## config.mk

```make
export PLATFORM = sky130hd
export DESIGN_NAME = fixed_point_euler_step
export DESIGN_NICKNAME = d
export VERILOG_FILES = /design/src/rtl/fixed_point_euler_step.sv
export SDC_FILE = /design/constraint.sdc
export NUM_CORES = 1
export LEC_CHECK = 0
export ABC_AREA = 1
export CAP_MARGIN = 20
export CORE_MARGIN = 10
export CORE_UTILIZATION = 50
export CTS_CLUSTER_SIZE = 40
export DETAILED_ROUTE_END_ITERATION = 16
export PLACE_DENSITY = 0.74
export SYNTH_ARGS = -nofsm -noshare
export SYNTH_HDL_FRONTEND = slang
export SYNTH_SLANG_ARGS = --single-unit
```

## constraint.sdc

```tcl
create_clock -name clk -period 5.18 [get_ports clk]
set_input_delay 0.518 -clock clk [delete_from_list [all_inputs] [get_ports clk]]
set_output_delay 0.518 -clock clk [all_outputs]
set_load 0.02 [all_outputs]
```

## src/rtl/fixed_point_euler_step.sv

```systemverilog
// Fixed-point forward-Euler integrator: y += (slope * h) >>> FRAC_BITS per step, slope fetched from an upstream divider.
// Define EULER_STEP_SAT_EN to clamp overflowing products/sums and flag sat; otherwise results wrap.
`timescale 1ns/1ps
module fixed_point_euler_step #(
    parameter int unsigned FRAC_BITS = 7
) (
    input  logic        clk,
    input  logic        rst_n,
    input  logic        start,
    input  logic [15:0] y0,
    input  logic [15:0] h,
    input  logic [15:0] n_steps,
    output logic        req_valid,
    input  logic [15:0] slope,
    input  logic        slope_ovf,
    input  logic        slope_valid,
    output logic        slope_ready,
    output logic [15:0] y_out,
    output logic [15:0] step_cnt,
    output logic        busy,
    output logic        done,
    output logic        err,
    output logic        sat
);

    localparam int unsigned DW = 16;
    localparam int unsigned PW = 2 * DW;

    typedef enum logic [2:0] {
        ST_IDLE,
        ST_WAIT,
        ST_MUL,
        ST_ACC,
        ST_DONE
    } state_t;

    state_t          state_q, state_d;
    logic [DW-1:0]   h_q, h_d;
    logic [DW-1:0]   n_q, n_d;
    logic [DW-1:0]   slope_q, slope_d;
    logic [DW-1:0]   prod_q, prod_d;
    logic [DW-1:0]   y_d, cnt_d;
    logic            err_d, sat_d, busy_d, done_d, req_valid_d, slope_ready_d;
    logic signed [PW-1:0] prod_full;

`ifdef EULER_STEP_SAT_EN
    localparam logic signed [PW-1:0] PMAX = 32'sh0000_7FFF;
    localparam logic signed [PW-1:0] PMIN = -32'sh0000_8000;
    logic signed [PW-1:0] prod_sh;
    logic signed [DW:0]   sum;
`endif

    // Next-state and next-output logic; every register has a _d computed here
    always_comb begin
        state_d   = state_q;
        h_d       = h_q;
        n_d       = n_q;
        slope_d   = slope_q;
        prod_d    = prod_q;
        y_d       = y_out;
        cnt_d     = step_cnt;
        err_d     = err;
        sat_d     = sat;
        prod_full = $signed({{DW{slope_q[DW-1]}}, slope_q}) * $signed({{DW{h_q[DW-1]}}, h_q});
`ifdef EULER_STEP_SAT_EN
        prod_sh   = prod_full >>> FRAC_BITS;
        sum       = $signed({y_out[DW-1], y_out}) + $signed({prod_q[DW-1], prod_q});
`endif

        case (state_q)
            ST_IDLE: begin
                if (start) begin
                    y_d     = y0;
                    h_d     = h;
                    n_d     = n_steps;
                    cnt_d   = '0;
                    err_d   = 1'b0;
                    sat_d   = 1'b0;
                    state_d = (n_steps != '0) ? ST_WAIT : ST_DONE;
                end
            end
            ST_WAIT: begin
                if (slope_valid) begin
                    if (slope_ovf) begin
                        err_d   = 1'b1;
                        state_d = ST_IDLE;
                    end else begin
                        slope_d = slope;
                        state_d = ST_MUL;
                    end
                end
            end
            ST_MUL: begin
`ifdef EULER_STEP_SAT_EN
                if (prod_sh > PMAX) begin
                    prod_d = 16'h7FFF;
                    sat_d  = 1'b1;
                end else if (prod_sh < PMIN) begin
                    prod_d = 16'h8000;
                    sat_d  = 1'b1;
                end else begin
                    prod_d = prod_sh[DW-1:0];
                end
`else
                prod_d = DW'(prod_full >>> FRAC_BITS);
`endif
                state_d = ST_ACC;
            end
            ST_ACC: begin
`ifdef EULER_STEP_SAT_EN
                // Overflow when the two top bits of the 17-bit sum disagree
                if (sum[DW] != sum[DW-1]) begin
                    y_d   = sum[DW] ? 16'h8000 : 16'h7FFF;
                    sat_d = 1'b1;
                end else begin
                    y_d = sum[DW-1:0];
                end
`else
                y_d = y_out + prod_q;
`endif
                cnt_d   = step_cnt + 16'd1;
                state_d = (cnt_d == n_q) ? ST_DONE : ST_WAIT;
            end
            ST_DONE: begin
                state_d = ST_IDLE;
            end
            default: begin
                state_d = ST_IDLE;
            end
        endcase

`ifndef EULER_STEP_SAT_EN
        sat_d = 1'b0;
`endif

        // Status outputs are registered copies of the decoded next state
        busy_d        = (state_d != ST_IDLE);
        done_d        = (state_d == ST_DONE);
        req_valid_d   = (state_d == ST_WAIT);
        slope_ready_d = (state_d == ST_WAIT);
    end

    always_ff @(posedge clk or negedge rst_n) begin
        if (!rst_n) begin
            state_q     <= ST_IDLE;
            h_q         <= '0;
            n_q         <= '0;
            slope_q     <= '0;
            prod_q      <= '0;
            y_out       <= '0;
            step_cnt    <= '0;
            err         <= 1'b0;
            sat         <= 1'b0;
            busy        <= 1'b0;
            done        <= 1'b0;
            req_valid   <= 1'b0;
            slope_ready <= 1'b0;
        end else begin
            state_q     <= state_d;
            h_q         <= h_d;
            n_q         <= n_d;
            slope_q     <= slope_d;
            prod_q      <= prod_d;
            y_out       <= y_d;
            step_cnt    <= cnt_d;
            err         <= err_d;
            sat         <= sat_d;
            busy        <= busy_d;
            done        <= done_d;
            req_valid   <= req_valid_d;
            slope_ready <= slope_ready_d;
        end
    end

endmodule

```

* Word level (Yosys, flattened, before mapping)
Cells that the tools add are included.
Word-level totals: bits in registers 103, bits of input ports 69, output and inout bits 38, word-level logic and storage cells 47
Operators by class: add/subtract/negate cells 2, $mul 1, equality and inequality tests 9, mux-type cells 14, bitwise logic cells 1, reduce and logical (&&, ||, !) cells 9
Operators with widths (count):
- $pmux W16 S2 | 2
- $mux W16 | 2
- $mul A16 B16 Y23 | 1
- $add A16 B1 Y16 const B | 1
- $add A16 B16 Y16 | 1
- $eq A16 B16 Y1 | 1
- $reduce_bool A16 Y1 | 1
- $mux W3 | 4
- $pmux W3 S4 | 1
- $eq A3 B1 Y1 const B | 2
- $eq A3 B2 Y1 const B | 2
- $ne A2 B2 Y1 const B | 3
- $reduce_and A2 Y1 | 2
- $reduce_and A4 Y1 | 1
- $reduce_bool A2 Y1 | 2
- $eq A3 B3 Y1 const B | 1
- $logic_not A3 Y1 | 1
- $mux W1 | 3
- $reduce_and A3 Y1 | 1
- $reduce_bool A3 Y1 | 1
- $mux W2 | 1
- $pmux W1 S2 | 1
- $not A1 Y1 | 1

* Longest topological paths before layout
depth after elaboration 5, gate-level depth with buffers 27, gate-level depth less buffers 25

* Least setup slack after synthesis
No wires, ideal clock.
kind flip-flop to flip-flop, start point register h_q[2], end point register prod_q[12], setup time 0.118 ns, arrival time 5.287 ns, setup slack -0.225 ns, stages on the path, launching flop included 25, path buffers 2, clock period less this slack 5.405 ns, path through dfrtp_1 -> clkbuf_1 -> clkbuf_1 -> nand2_1 -> fa_1 -> fa_1 -> fa_1 -> fa_1 -> inv_1 -> fa_1 -> inv_1 -> fa_1 -> inv_1 -> ha_1 -> nand2_1 -> nor2_1 -> inv_1 -> nor3_1 -> a21oi_1 -> o21ai_2 -> nand2_1 -> nand2_1 -> nand2_1 -> nand3_1 -> nand2_1
Between the ends: word-level cells in the longest chain between the ends 1
Ends and longest elaborated chain:
- start: declaration | line 38 | logic [DW-1:0] h_q, h_d;
- start signal: assignment | line 146 | h_q <= '0;
- start signal: assignment | line 160 | h_q <= h_d;
- $mul A16 B16 Y23 | line 64 | prod_full = $signed({{DW{slope_q[DW-1]}}, slope_q}) * $signed({{DW{h_q[DW-1]}}, h_q});
- end signal: assignment | line 163 | prod_q <= prod_d;
- end: declaration | line 41 | logic [DW-1:0] prod_q, prod_d;
No other way between the ends. A chain may end at the register's enable or synchronous reset.

* Worst setup path after layout
start point register slope_q[9], end point register prod_q[15]
Between the ends: word-level cells in the longest chain between the ends 1
Ends and longest elaborated chain:
- start: declaration | line 40 | logic [DW-1:0] slope_q, slope_d;
- start signal: assignment | line 162 | slope_q <= slope_d;
- $mul A16 B16 Y23 | line 64
No other way between the ends.

==> results.cfg <==
[outcome]
outcome = complete, but fails checks
violations = setup timing

[sta]
fin_setup_tns_ps = -850
worst-slew-pin-transition_ps = 1090
post-route-period-util_pct = 104
max_freq_mhz = 186
finClkSkew_ps = 22.0
whs_ps = 221
setup_slack_ps = -196
finalHoldViolations = 0
slew_violations = 0
relSlewSlack_pct = 27.1
rsz0062_at_grt = true
setup_viol_count_final = 10
fin_crit_ps = 5380

[clock_tree]
htreeDepth = 3
cts-root-buf = clkbuf_16
cts_tree = built
cts_buffers = 9
path_clk_slew_ps = 90
cts_buffer_depth = 2
clock_latency_ps = 370
ctsHoldBuffers = 0
clock_sinks = 103

[cells_and_area]
final_cell_mix = 501 x nand2_1, 396 x inv_1, 157 x fa_1, 147 x buf_4, 104 x clkdlybuf4s50_1
layout.nets = 2357
drive_above_1_share_pct = 20.3
layout.cells.non_filler = 2374
syn2layout_area_growth_pct = 27.4
diodes = 0
fin_util_pct = 64.2
final_common_cell = nand2_1

[placed_design]
dp_hpwl_mm = 30.3
gp_congestion = 0.925
port-buffer-count = 105
dp_cells = 2299

[routing]
wl_per_cell_um = 16.5
drtIter0Drc = 963
first_pass_iters = 5
via_per_inst = 5.18
drt-total-wl_mm = 39.2
num_vias = 12300
drc = 0
ant_nets = 0

[worst_setup_path]
reg2reg_from = slope_q[9]
rrSetupSlack_ps = -200
cp.required_ps = 5430
worst-setup-path-type = register to register
endpoint_kind = register
crit_path_start = slope_q[9]
arrival_ps = 5630
crit_fanout = 4
endpoint = prod_q[15]
worst_r2r_path_depth = 23
startpoint_type = register
reg2reg_to = prod_q[15]

[floorplan]
num_rows = 60
coreArea_um2 = 26700
start_util_pct = 50.4
die_w_um = 184
die_area_um2 = 33900
dieHeight_um = 184
io_pins = 107

[grt]
first_global_vias = 12800
grtUsageTotal_pct = 23.3
grt_max_degree = 60
antenna_found_initial = 0
grt_remaining_overflow = 0
grt_first_pass_wirelength_mm = 63.5

[synth]
ys_warn_count = 0
syn_area_per_cell_um2 = 7.47
synth_ff_type = dfrtp_1
synth_seq_cells = 103
synth_edf_count = 0
syn_area_um2 = 13500
ys_types = 54
synth_nets = 2132
syn_inst = 1803
yosysSeqAreaShare_pct = 19.1
async_flop_share_pct = 100

[worst_hold_path]
hp-class = primary input to async pin

[job]
maxCapViolations = 0
## logic make-up (layout without fill, tap and decap cells)
group | Yosys count | count (layout) | synth area share [%]
adders and majority gates | 260 | 260 | 33.9
muxes | 14 | 14 | 1.17
AOI/OAI and AO/OA | 139 | 139 | 5.86
DFF | 103 | 103 | 19.1
other | 1 | 1 | 0.0278
buffers and inverters | 502 | 732 | 14.2
and+or+nand+nor | 757 | 757 | 24.0
xor gates and xnor gates | 27 | 27 | 1.81
## sequential cells by signal (all words and copies together), names as in the netlist, 3 cells and up
register and flops:
h_q 16, n_q 16, prod_q 16, slope_q 16
state_q 3, step_cnt 16, y_out 16
## how the worst min path moves through the flow
stage                from            to  slack (ps)
5_1_grt             rst_n  step_cnt[13]         280
4_1_cts             rst_n  step_cnt[13]         250
3_3_place_gp       n_q[2]        n_q[2]         470
2_1_floorplan       rst_n          busy         220
6_report            rst_n  step_cnt[13]         220
3_5_place_dp   prod_q[13]    prod_q[13]         470
## per-stage QoR
| step | cell area, µm² | setup WS, ps |
|---|---|---|
| after floorplan | 13500 | 2.52 |
| after global placement | 15600 | -326 |
| after detailed placement | 15600 | -377 |
| after CTS | 16800 | -89.1 |
| after global routing | 17200 | -350 |
| final | 17200 | -196 |
## timing repair
action	CTS	global route
pin swaps	59	58
setup endpoints to repair	13	14
setup buffers	41	18
gates resized for setup	134	79
## cell type report
cell class | count | area [µm²]
clock buffer | 10 | 229
clock inverter | 6 | 104
fill | 2193 | 9560
inverter | 435 | 1640
multi-input combinational | 1198 | 9600
sequential | 103 | 2610
tap | 341 | 427
timing repair buffer | 281 | 2560
## Yosys cell counts (7+ instances only)
cell type	count	area share, %
buf_2	7	0.26
nand2_1	528	15
clkbuf_1	55	1.5
xor2_1	14	0.91
xnor2_1	12	0.78
ha_1	85	7.9
inv_1	429	12
nand4_1	16	0.74
nand3_1	82	3.0
o21ai_0	52	1.9
o22ai_1	12	0.56
fa_1	175	26
nor3_1	11	0.41
nand2_2	9	0.42
dfrtp_1	103	19
nand3b_1	13	0.72
mux2_2	14	1.2
nor2_4	7	0.58
a21oi_1	48	1.8
nor2_1	65	1.8
## routing by layer
metal	up-vias	wire length (µm)	GRT usage [%]
li1	5826	-	-
met1	6006	16600	29.6
met2	365	19600	39.9
met3	90	1880	3.39
met4	0	1190	7.67
met5	-	0	0
## critical path: stages, from the launching register on
cell and delay (ps):
dfrtp_2 440, buf_4 140, buf_6 110, nand2_1 50, inv_1 50, fa_1 540, inv_2 40, fa_1 510
inv_2 40, fa_1 530, inv_2 40, fa_1 480, fa_1 570, inv_1 80, fa_2 480, ha_4 310
inv_2 40, nor3_2 170, nand2_1 110, or2_4 250, nand3_4 90, nand3_2 70, nand3_2 60, nand2_1 40
Power is left out: the tool's default activity adds up to more than one toggle a clock period on the data nets, which glitch-free logic cannot reach.
